==> src/rtl/alu_pkg.sv <==
// Shared types for the ALU command issuer: command/response records,
// opcode encodings and the issuer FSM state.
package alu_pkg;

    localparam logic [3:0] ALU_ADD = 4'h0;
    localparam logic [3:0] ALU_SUB = 4'h1;
    localparam logic [3:0] ALU_AND = 4'h2;
    localparam logic [3:0] ALU_OR  = 4'h3;
    localparam logic [3:0] ALU_XOR = 4'h4;

    typedef struct packed {
        logic [7:0] a;
        logic [7:0] b;
        logic [3:0] op;
    } alu_cmd_t;

    typedef struct packed {
        logic [7:0] y;
        logic       co;
    } alu_rsp_t;

    typedef enum logic [1:0] {
        S_IDLE = 2'd0,
        S_WAIT = 2'd1,
        S_RESP = 2'd2
    } issuer_state_t;

endpackage

==> src/rtl/alu_cmd_fifo.sv <==
// Synchronous FIFO of ALU commands; guarded push/pop, no read bypass.
module alu_cmd_fifo
    import alu_pkg::*;
#(
    parameter int DEPTH = 4
) (
    input  logic                     clk,
    input  logic                     rst_n,
    input  logic                     push,
    input  alu_cmd_t                 push_data,
    input  logic                     pop,
    output alu_cmd_t                 pop_data,
    output logic                     full,
    output logic                     empty,
    output logic [$clog2(DEPTH):0]   level
);

    localparam int AW = $clog2(DEPTH);

    alu_cmd_t       mem [DEPTH];
    logic [AW:0]    wr_ptr;
    logic [AW:0]    rd_ptr;
    logic           do_push;
    logic           do_pop;

    assign do_push  = push && !full;
    assign do_pop   = pop && !empty;
    // Extra pointer bit distinguishes full from empty when addresses match.
    assign level    = wr_ptr - rd_ptr;
    assign full     = (level == (AW + 1)'(DEPTH));
    assign empty    = (level == '0);
    assign pop_data = mem[rd_ptr[AW-1:0]];

    always_ff @(posedge clk) begin
        if (do_push) begin
            mem[wr_ptr[AW-1:0]] <= push_data;
        end
    end

    always_ff @(posedge clk or negedge rst_n) begin
        if (!rst_n) begin
            wr_ptr <= '0;
            rd_ptr <= '0;
        end else begin
            if (do_push) wr_ptr <= wr_ptr + 1'b1;
            if (do_pop)  rd_ptr <= rd_ptr + 1'b1;
        end
    end

endmodule

==> src/rtl/alu_op_issuer.sv <==
// Feeds queued commands to the ALU one at a time and returns each result
// on a valid/ready response port.
//   state  | meaning
//   S_IDLE | no op in flight; pop as soon as the FIFO holds a command
//   S_WAIT | operands on the ALU; latency down-counter running
//   S_RESP | result captured and offered; held until consumer accepts
module alu_op_issuer
    import alu_pkg::*;
#(
    parameter int DEPTH       = 4,
    parameter int ALU_LATENCY = 1
) (
    input  logic                     clk,
    input  logic                     reset,
    input  logic                     cmd_valid,
    output logic                     cmd_ready,
    input  logic [7:0]               cmd_a,
    input  logic [7:0]               cmd_b,
    input  logic [3:0]               cmd_op,
    output logic [7:0]               alu_a_in,
    output logic [7:0]               alu_b_in,
    output logic [3:0]               alu_opcode_in,
    input  logic [7:0]               alu_y_out,
    input  logic                     alu_co_out,
    output logic                     rsp_valid,
    input  logic                     rsp_ready,
    output logic [7:0]               rsp_y,
    output logic                     rsp_co,
    output logic [$clog2(DEPTH):0]   fifo_level,
    output logic [15:0]              op_count
);

    localparam int CW = $clog2(ALU_LATENCY + 1);

    issuer_state_t  state;
    logic [CW-1:0]  lat_cnt;
    alu_rsp_t       rsp_q;
    alu_cmd_t       head_cmd;
    alu_cmd_t       new_cmd;
    logic           fifo_full;
    logic           fifo_empty;
    logic           pop;

    assign new_cmd   = '{a: cmd_a, b: cmd_b, op: cmd_op};
    assign cmd_ready = !fifo_full;
    assign rsp_y     = rsp_q.y;
    assign rsp_co    = rsp_q.co;
    // A pop happens exactly when the FSM is free to start the next operation.
    assign pop = !fifo_empty &&
                 ((state == S_IDLE) || ((state == S_RESP) && rsp_ready));

    alu_cmd_fifo #(.DEPTH(DEPTH)) u_fifo (
        .clk       (clk),
        .rst_n     (reset),
        .push      (cmd_valid),
        .push_data (new_cmd),
        .pop       (pop),
        .pop_data  (head_cmd),
        .full      (fifo_full),
        .empty     (fifo_empty),
        .level     (fifo_level)
    );

    always_ff @(posedge clk or negedge reset) begin
        if (!reset) begin
            state         <= S_IDLE;
            lat_cnt       <= '0;
            alu_a_in      <= '0;
            alu_b_in      <= '0;
            alu_opcode_in <= '0;
            rsp_valid     <= 1'b0;
            rsp_q         <= '0;
            op_count      <= '0;
        end else begin
            case (state)
                S_IDLE: begin
                    if (pop) begin
                        alu_a_in      <= head_cmd.a;
                        alu_b_in      <= head_cmd.b;
                        alu_opcode_in <= head_cmd.op;
                        lat_cnt       <= CW'(ALU_LATENCY);
                        state         <= S_WAIT;
                    end
                end
                S_WAIT: begin
                    lat_cnt <= lat_cnt - 1'b1;
                    if (lat_cnt == CW'(1)) begin
                        rsp_q     <= '{y: alu_y_out, co: alu_co_out};
                        rsp_valid <= 1'b1;
                        state     <= S_RESP;
                    end
                end
                S_RESP: begin
                    if (rsp_ready) begin
                        rsp_valid <= 1'b0;
                        op_count  <= op_count + 16'd1;
                        if (pop) begin
                            alu_a_in      <= head_cmd.a;
                            alu_b_in      <= head_cmd.b;
                            alu_opcode_in <= head_cmd.op;
                            lat_cnt       <= CW'(ALU_LATENCY);
                            state         <= S_WAIT;
                        end else begin
                            state <= S_IDLE;
                        end
                    end
                end
                default: state <= S_IDLE;
            endcase
        end
    end

endmodule

==> config.mk <==
export PLATFORM = sky130hd
export DESIGN_NAME = alu_op_issuer
export DESIGN_NICKNAME = d
export VERILOG_FILES = /design/src/rtl/alu_pkg.sv /design/src/rtl/alu_cmd_fifo.sv /design/src/rtl/alu_op_issuer.sv
export SDC_FILE = /design/constraint.sdc
export NUM_CORES = 1
export LEC_CHECK = 0
export CAP_MARGIN = 5
export CORE_ASPECT_RATIO = 0.8
export CORE_UTILIZATION = 57
export CTS_CLUSTER_DIAMETER = 40
export DETAILED_ROUTE_END_ITERATION = 6
export MAX_ROUTING_LAYER = met4
export PLACE_DENSITY = 0.93
export SYNTH_ARGS = -nofsm -noshare
export SYNTH_HDL_FRONTEND = slang
export SYNTH_SLANG_ARGS = --single-unit
==> constraint.sdc <==
create_clock -name clk -period 5.75 [get_ports clk]
set_input_delay 0.8625 -clock clk [delete_from_list [all_inputs] [get_ports clk]]
set_output_delay 0.8625 -clock clk [all_outputs]
set_load 0.01 [all_outputs]
# Word-level counts from Yosys, hierarchy flattened
# Memory sizes are Yosys's and may differ from the RTL's.
# Index checks and enable logic that the tools add are counted.
word_totals:
  memories: 1
  word_cells: 63
  out_inout_bits: 50
  in_bits: 33
  mem_bits_rw: 80
  reg_bits: 55
mem_list:
  columns: ["memory", "words", "word_bits", "rd", "rd_clocked_by_memory_dff", "write_ports", "line", "source"]
  rows:
  - ["u_fifo.mem", 4, 20, 1, 0, 1, "alu_cmd_fifo.sv:20", "alu_cmd_t mem [DEPTH];"]
op_classes:
  muxes: 22
  n_eq_ne: 6
  addsub: 5
  n_reduce_logical: 18
ops:
  columns: ["cell", "n"]
  rows:
  - ["2-to-1 mux 8 bit", 4]
  - ["one-hot mux 8 bit (2 select lines)", 2]
  - ["adder 16 x 1 -> 16 bit (second input constant)", 1]
  - ["2-to-1 mux 4 bit", 2]
  - ["one-hot mux 4 bit (2 select lines)", 1]
  - ["AND reduction 2 bit", 4]
  - ["2-to-1 mux 1 bit", 7]
  - ["adder 3 x 1 -> 3 bit (second input constant)", 2]
  - ["2-to-1 mux 2 bit", 3]
  - ["one-hot mux 2 bit (3 select lines)", 1]
  - ["AND reduction 3 bit", 2]
  - ["logical AND 1 bit", 4]
  - ["inequality test 2 bit (second input constant)", 2]
  - ["nonzero test 2 bit", 2]
  - ["equality test 3 bit (second input constant)", 1]
  - ["logical NOT 3 bit", 1]
  - ["one-hot mux 1 bit (3 select lines)", 1]
  - ["nonzero test 3 bit", 1]
  - ["subtractor 3 bit", 1]
  - ["equality test 2 x 1 -> 1 bit (second input constant)", 1]
  - ["equality test 2 bit (second input constant)", 1]
  - ["logical NOT 1 bit", 2]
  - ["logical NOT 2 bit", 1]
  - ["inequality test 2 x 1 -> 1 bit (second input constant)", 1]
  - ["3 further kinds", 3]

# Longest topological paths before layout
# Gate-level depths: netlist of the first run.
depth:
  ltp_word: 7
  ltp_mapped: 9
  mapped_depth_nobuf: 7

# Cells and area by module
# Synthesis of the first run repeated with hierarchy kept, for this count alone.
hier_totals:
  hier_cells: 293
  hier_area_um2: 5326.4
modules_own_cells:
  columns: ["mod", "n_inst", "seq_area_each_um2", "area_each_um2", "cells_per_inst"]
  rows:
  - ["alu_cmd_fifo", 1, 2552.4, 3321.9, 147]
  - ["alu_op_issuer", 1, 1226.2, 2004.4, 146]

# Least setup slack after synthesis of the first run
# No wires, ideal clock.
synth_path:
  kind: "reg-to-reg"
  from: "register u_fifo.wr_ptr[0]"
  to: "memory u_fifo.mem[3][0] in the netlist's numbering (enable)"
  setup_slack_ns: 3.043
  setup_time_ns: 0.378
  path_buffers: 0
  t_arrival_ns: 2.329
  period_less_slack_ns: 2.707
  required_time_ns: 5.372
  stages_incl_launch_ff: 7
  path_cell_list: "dfrtp_1 -> inv_1 -> ha_1 -> fa_1 -> xor3_2 -> nand3_1 -> and3_1"
synth_between:
  elab_chain_len: 6
synth_rtl:
  columns: ["item", "line", "source"]
  rows:
  - ["start, declared", "alu_cmd_fifo.sv:21", "logic [AW:0] wr_ptr;"]
  - ["start signal, assigned", "alu_cmd_fifo.sv:45", "if (do_push) wr_ptr <= wr_ptr + 1'b1;"]
  - ["subtractor 3 bit", "alu_cmd_fifo.sv:29", "assign level = wr_ptr - rd_ptr;"]
  - ["named net fifo_level[2]", "alu_op_issuer.sv:29", "output logic [$clog2(DEPTH):0] fifo_level,"]
  - ["equality test 3 bit", "alu_cmd_fifo.sv:30", "assign full = (level == (AW + 1)'(DEPTH));"]
  - ["logical NOT 1 bit", null, null]
  - ["named net cmd_ready", "alu_op_issuer.sv:16", "output logic cmd_ready,"]
  - ["logical AND 1 bit", "alu_cmd_fifo.sv:26", "assign do_push = push && !full;"]
  - ["2-to-1 mux 1 bit", "alu_cmd_fifo.sv:35", "if (do_push) begin"]
  - ["2-to-1 mux 1 bit (implied by the code)", "alu_cmd_fifo.sv:36", "mem[wr_ptr[AW-1:0]] <= push_data;"]
  - ["end, declared", "alu_cmd_fifo.sv:20", null]
# The timed path passes the listed nets, and every way through them passes these cells.

# Final worst setup path of the first run
layout_path:
  from: "register u_fifo.rd_ptr[1]"
  to: "output cmd_ready"
layout_between:
  elab_chain_len: 3
layout_rtl:
  columns: ["item", "line", "source"]
  rows:
  - ["start, declared", "alu_cmd_fifo.sv:22", "logic [AW:0] rd_ptr;"]
  - ["start signal, assigned", "alu_cmd_fifo.sv:46", "if (do_pop) rd_ptr <= rd_ptr + 1'b1;"]
  - ["subtractor 3 bit", "alu_cmd_fifo.sv:29", null]
  - ["equality test 3 bit", "alu_cmd_fifo.sv:30", null]
  - ["logical NOT 1 bit", "alu_op_issuer.sv:45", "assign cmd_ready = !fifo_full;"]
  - ["end, declared", "alu_op_issuer.sv:16", null]
# Every way passes these cells.

==> out/metrics.cfg, run 1 <==
[logic_synthesis]
ys.flop_type = edfxtp_1
yosysWarningCount = 0
yosys.area.top_type_share_pct = 44.9
synth_cell_types = 35
synth.top_cells.by_area = edfxtp_1 (45%), dfrtp_1 (26%), mux4_2 (8.4%)
synth_cells = 285
synth_seq_area_share_pct = 70.6
synth_top_area_cell = edfxtp_1
avgSynthCellArea_um2 = 18.8
synth_edf_count = 80
syn-num-nets = 326
synth_common_cells = edfxtp_1 (80), dfrtp_1 (55), mux4_2 (20)
synthArstFlopShare_pct = 40.7
yosysMostFrequentCell = edfxtp_1
syn_area_um2 = 5350
synth-seq-cells = 135

[sta]
fmax_mhz = 253
grt_setup_unrepaired = no
finalHoldViolCount = 0
setup_tns_ns = 0
period_share_pct = 68.6
worst_pin_slew_ns = 1.08
setup_violations = 0
drv_slew = 0
finClkSkew_ns = 0.0102
max-slew-margin-rel_pct = 28.1
fin_crit_ns = 3.95
finalWorstSetupSlack_ns = 1.80
holdWs_ns = 0.485

[run]
maxCapViolations = 0

[routing]
drt-initial-drc-count = 138
wl_per_cell_um = 20.1
first_pass_iters = 4
vias = 2804
viasPerCell = 5.52
final_antenna_net_count = 0
wl_um = 10200
drc = 0

[floorplan]
die-area_um2 = 9790
core_area_um2 = 9080
initial_utilization_pct = 59.0
die_x_um = 110
die_y_um = 88.7
io_pins = 83
rows = 31

[run_status]
status = completed

[clock_network]
clkLatencyLatePin_ns = 0.42
post-cts-setup-buffer-count = 0
cts_buffer_depth = 2
ctsHoldBuffers = 0
cts_resized = 0
cts_buffers = 17
clkTransAtPathRegs_ns = 0.06
h-tree-depth = 4
cts_root_buf = clkbuf_16
cts_tree = done
cts_sinks = 135

[power_and_ir_drop]
leakage_uw = 0.00265
vdd_drop_max_mv = 0.338
power_uw = 4140
powerDensity_nw_per_um2 = 604

[worst_setup_path]
cp.arrival_ns = 3.08
r2r_setup_slack_ns = 2.36
worstPathRequired_ns = 4.89
startpoint_type = register
cp_max_fo = 23
cp-end-kind = primary output
worstSetupPathType = reg2out

[global_routing]
grt_overflow_total = 0
grt_pass1_vias = 2956
antenna_found_initial = 0
grt_usage_pct = 23.9
grt_max_degree = 56
grt_pass1_wl_um = 15800

[cells_and_area]
syn2layout_area_growth_pct = 28.1
layoutNonFillerInstCount = 508
seq_area_um2 = 3780
antennaDiodeCount = 0
nFillCells = 513
multiInputGateArea_um2 = 1460
fin_nets = 421
final_layout_size_suffix_gt1_share_pct = 23.2

[placed_design]
placed_cells = 476
port_buffers = 82
gp_congestion = 0.782
dp_slack_ns = 2.25
place_hpwl_um = 6080

[min_path]
hold_path.class = reg2reg

[report_power, final]
| group | internal [uW] | switching, uW | total, uW |
|---|---|---|---|
| Sequential | 1360 | 180 | 1540 |
| Clock | 666 | 419 | 1080 |
| Combinational | 863 | 649 | 1510 |
[sequential cells by signal, summed over array words and instances (netlist names)]
register,count
alu_a_in,8
alu_b_in,8
alu_opcode_in,4
lat_cnt,1
op_count,16
rsp_co,1
rsp_valid,1
rsp_y,8
state,2
u_fifo.mem,80
u_fifo.rd_ptr,3
u_fifo.wr_ptr,3
[layout make-up]
cell class | instances | share of cell area, %
inverters | 9 | 0.493
multi-input cells | 132 | 21.3
flip-flops and latches | 135 | 55.1
clock inverters | 13 | 2.13
clock buffers | 19 | 6.60
repair buffers | 85 | 12.2
well taps | 115 | 2.10
[stage by stage]
stage	util, %	cell area [um2]
final	75.6	6860
after global routing	75.6	6860
after global placement	69.0	6260
after floorplan	-	5350
after detailed placement	69.0	6260
after CTS	75.6	6860
[layer usage]
metal | share of wire [%] | vias up | track usage [%] | wire length, um
li1 | - | 1270 | - | -
met1 | 43 | 1447 | 30.7 | 4390
met2 | 51 | 77 | 37.4 | 5250
met3 | 4.8 | 10 | 6.70 | 492
met4 | 0.85 | 0 | 7.18 | 87
met5 | 0 | - | - | 0
[placed cells by master (no fill, tap or decap), drive strengths merged, types with 2 or more instances in the layout]
master / n
buf: 4
clkdlybuf4s50: 81
nand2: 10
and3: 6
nor3: 4
nand3: 3
xnor2: 13
dfrtp: 55
o21ai: 2
clkinvlp: 4
clkinv: 4
clkbuf: 19
a21oi: 4
bufinv: 2
edfxtp: 80
nand4: 4
nor2: 6
mux4: 20
ha: 7
mux2: 32
inv: 12
nor2b: 2
xor2: 7
[worst paths after layout]
| path | from | endpoint | cells past startpoint |
|---|---|---|---|
| max | u_fifo.rd_ptr[1]$_DFFE_PN0P_ | cmd_ready | 4 |
| min | op_count[15]$_DFFE_PN0P_ | op_count[15]$_DFFE_PN0P_ | 1 |
| max reg2reg | u_fifo.rd_ptr[1]$_DFFE_PN0P_ | u_fifo.mem[2][18]$_DFFE_PP_ | 4 |
| min reg2reg | op_count[15]$_DFFE_PN0P_ | op_count[15]$_DFFE_PN0P_ | 1 |
| max in group asynchronous | reset | u_fifo.wr_ptr[2]$_DFFE_PN0P_ | 2 |
| min in group asynchronous | reset | alu_b_in[7]$_DFFE_PN0P_ | 2 |
[critical path, stage by stage, from the launching register on]
cell and delay, ns:
dfrtp_1 0.76, fa_1 0.65, xor3_2 0.44, nand3_1 0.22, clkdlybuf4s50_1 0.60
[cell families (layout without fill, tap and decap cells)]
logic type / count (synthesis) / count (layout) / synth area share, %
simple gates: 43 / 43 / 4.39
buf+inv: 18 / 126 / 2.08
compound gates: 8 / 8 / 0.865
flops: 135 / 135 / 70.6
mux: 52 / 52 / 16.3
xor+xnor: 21 / 21 / 3.74
fa+ha+maj: 8 / 8 / 2.01
Power figures use the tool's default switching activity.
==> run 2: changes to the inputs <==
--- a/config.mk
+++ b/config.mk
@@ -7,11 +7,11 @@
 export LEC_CHECK = 0
 export CAP_MARGIN = 5
 export CORE_ASPECT_RATIO = 0.8
-export CORE_UTILIZATION = 57
+export CORE_UTILIZATION = 53
 export CTS_CLUSTER_DIAMETER = 40
 export DETAILED_ROUTE_END_ITERATION = 6
 export MAX_ROUTING_LAYER = met4
-export PLACE_DENSITY = 0.93
+export PLACE_DENSITY = 0.88
 export SYNTH_ARGS = -nofsm -noshare
 export SYNTH_HDL_FRONTEND = slang
 export SYNTH_SLANG_ARGS = --single-unit
==> constraint.sdc (replaced) <==
create_clock -name clk -period 4.1 [get_ports clk]
set_input_delay 0.615 -clock clk [delete_from_list [all_inputs] [get_ports clk]]
set_output_delay 0.615 -clock clk [all_outputs]
set_load 0.01 [all_outputs]
==> run 2 against run 1 <==
Compared with the run above:
- hold slack worse by 0.28 ns
- highest routed layer unchanged
- first-iteration DRC count shrank 26%
- worst setup slack worse by 1.1 ns
- sequential cell count unchanged
- via count up 1.4%
- design area up 1.5%
- utilization shrank 4.0 points
==> out/metrics.cfg, run 2 (synthesis gave the netlist of run 1 again) <==
[power_and_ir_drop]
leakage_uw = 0.00271  ; +2.4%
vdd_drop_max_mv = 0.414  ; +23%
pwr-share-clk_pct = 27.7  ; +1.5 points
powerDensity_nw_per_um2 = 848  ; +40%
p_int_uw = 4240  ; +47%
power_uw = 5900  ; +43%
combPwrFrac_pct = 36.4  ; about the same
seqPwrFrac_pct = 35.9  ; -1.4 points
switchingPower_uw = 1660  ; +33%
p_sw_share_pct = 28.2  ; -2.0 points

[clock_network]
clkLatencyLatePin_ns = 0.41  ; about the same
cts_buffers = 17  ; unchanged
cts_buffer_depth = 2  ; unchanged
cts_tree = done
ctsHoldBuffers = 0  ; unchanged
cts_resized = 0  ; unchanged
post-cts-setup-buffer-count = 0  ; unchanged
clkTransAtPathRegs_ns = 0.06  ; about the same
cts_root_buf = clkbuf_16
cts_sinks = 135  ; unchanged
h-tree-depth = 4  ; unchanged

[sta]
worst_pin_slew_ns = 0.648  ; -0.430 ns
fin_crit_ns = 3.43
period_share_pct = 83.7
holdWs_ns = 0.206  ; -0.280 ns
fmax_mhz = 291
max-slew-margin-rel_pct = 56.8  ; +29 points
grt_setup_unrepaired = no
setup_tns_ns = 0  ; unchanged
finClkSkew_ns = 0.0119  ; +0.00171 ns
drv_slew = 0  ; unchanged
setup_violations = 0  ; unchanged
finalHoldViolCount = 0  ; unchanged

[floorplan]
core_area_um2 = 9730  ; +7.2%
initial_utilization_pct = 55.0  ; -4.0 points
die-area_um2 = 10500  ; +7.4%
die_y_um = 91.9  ; +3.6%
io_pins = 83  ; unchanged
rows = 32  ; +3.2%
die_x_um = 114  ; +3.6%

[cells_and_area]
mostFrequentLayoutCells = clkdlybuf4s50_1 (81), edfxtp_1 (80), dfrtp_1 (55)
nFillCells = 615  ; +20%
utilization_pct = 71.6  ; -4.0 points
fin_area_um2 = 6960  ; +1.5%
final_layout_size_suffix_gt1_share_pct = 23.6  ; +0.46 points
final_common_cell = clkdlybuf4s50_1
antennaDiodeCount = 0  ; unchanged
syn2layout_area_growth_pct = 30.0
largest_reg_flops = 80  ; unchanged
fin_nets = 426  ; +1.2%
seq_area_um2 = 3780  ; unchanged
multiInputGateArea_um2 = 1460  ; unchanged

[global_routing]
grt_pass1_vias = 2981  ; +0.85%
grt_usage_pct = 21.6  ; -2.3 points
grt_max_degree = 31  ; -45%
antenna_found_initial = 0  ; unchanged
grt_pass1_wl_um = 15600  ; -1.6%
grt_overflow_total = 0  ; unchanged

[worst_setup_path]
cp.arrival_ns = 2.82  ; -0.26 ns
worstSetupStartpoint = u_fifo.wr_ptr[0]$_DFFE_PN0P_
worstPathRequired_ns = 3.48  ; -1.41 ns
worst_path_max_delay_cell = clkdlybuf4s50_1
cp.buffers_inverters = 2  ; +1
cp_max_fo = 6  ; -74%
cp-end-kind = primary output
critPathMaxStageDelay_ns = 0.59  ; -0.17 ns
crit_family = buffers and inverters
worstReg2RegStart = u_fifo.wr_ptr[0]$_DFFE_PN0P_
startpoint_type = register
worstSetupPathType = reg2out
crit_chain = inv_1 > ha_1 > fa_1 > xor3_2 > nand3_1 > clkdlybuf4s50_1

[placed_design]
gp_congestion = 0.728  ; -6.9%
place_hpwl_um = 6060  ; -0.27%
dpl_cell_area_um2 = 6320  ; +1.0%
port_buffers = 82  ; unchanged

[routing]
viasPerCell = 5.32  ; -3.5%
drt-initial-drc-count = 102  ; -26%
drc = 0  ; unchanged
vias = 2843  ; +1.4%
final_antenna_net_count = 0  ; unchanged
wl_per_cell_um = 18.6  ; -7.5%
wl_um = 9940  ; -2.7%
first_pass_iters = 5  ; +1

[run_status]
status = completed

[min_path]
hold_path.class = in2async

[run]
maxCapViolations = 0  ; unchanged

==> run 2: metal layers <==
layer / wire length (um) / GRT usage, % / share of wire [%] / vias to the layer above
met5: 0 / - / 0 / -
met2: 5180 / 34.8 / 52 / 82
met4: 133 / 9.20 / 1.3 / 0
met3: 470 / 6.61 / 4.7 / 15
met1: 4150 / 25.2 / 42 / 1470
li1: - / - / - / 1276
==> run 2: worst paths after layout <==
path	to	slack [ns]	depth (start not counted)
worst max register to register	alu_b_in[5]$_DFFE_PN0P_	1.16	7
max in group asynchronous	state[0]$_DFFE_PN0P_	3.06	2
worst min register to register	op_count[15]$_DFFE_PN0P_	0.46	1
worst min-delay path	alu_a_in[7]$_DFFE_PN0P_	0.21	1
worst max-delay path	cmd_ready	0.67	6
min in group clk	op_count[15]$_DFFE_PN0P_	0.46	1
==> run 2: worst register-to-register path, cell delays in order (launching register included) <==
cell	delay [ns]
dfrtp_1	0.42
inv_1	0.11
ha_1	0.21
fa_1	0.44
xor3_2	0.37
o211a_1	0.59
buf_4	0.36
mux2_4	0.33
==> run 2: power groups by stage <==
stage / Combinational [uW] / Clock (uW) / Sequential (uW)
final: 2150 / 1640 / 2120
after global routing: 2310 / 1710 / 2160
after CTS: 2190 / 1660 / 2120
after detailed placement: 2160 / 0 / 2130
after global placement: 2090 / 0 / 2120
after floorplan: 1380 / 0 / 2170
==> run 2: area by class of cell <==
class / count / area share [%]
Inverter: 9 / 0.485
Multi-Input combinational cell: 132 / 21.0
Tap cell: 136 / 2.44
Sequential cell: 135 / 54.3
Timing Repair Buffer: 90 / 12.6
Clock inverter: 10 / 2.52
Clock buffer: 22 / 6.67
==> run 2: metrics by stage <==
step | setup WS, ns | cells
3_5_place_dp | 1.12 | 502
6_report | 0.666 | 534
5_1_grt | 0.533 | 534
4_1_cts | 0.641 | 534
2_1_floorplan | 1.39 | 285
3_3_place_gp | 1.21 | 502
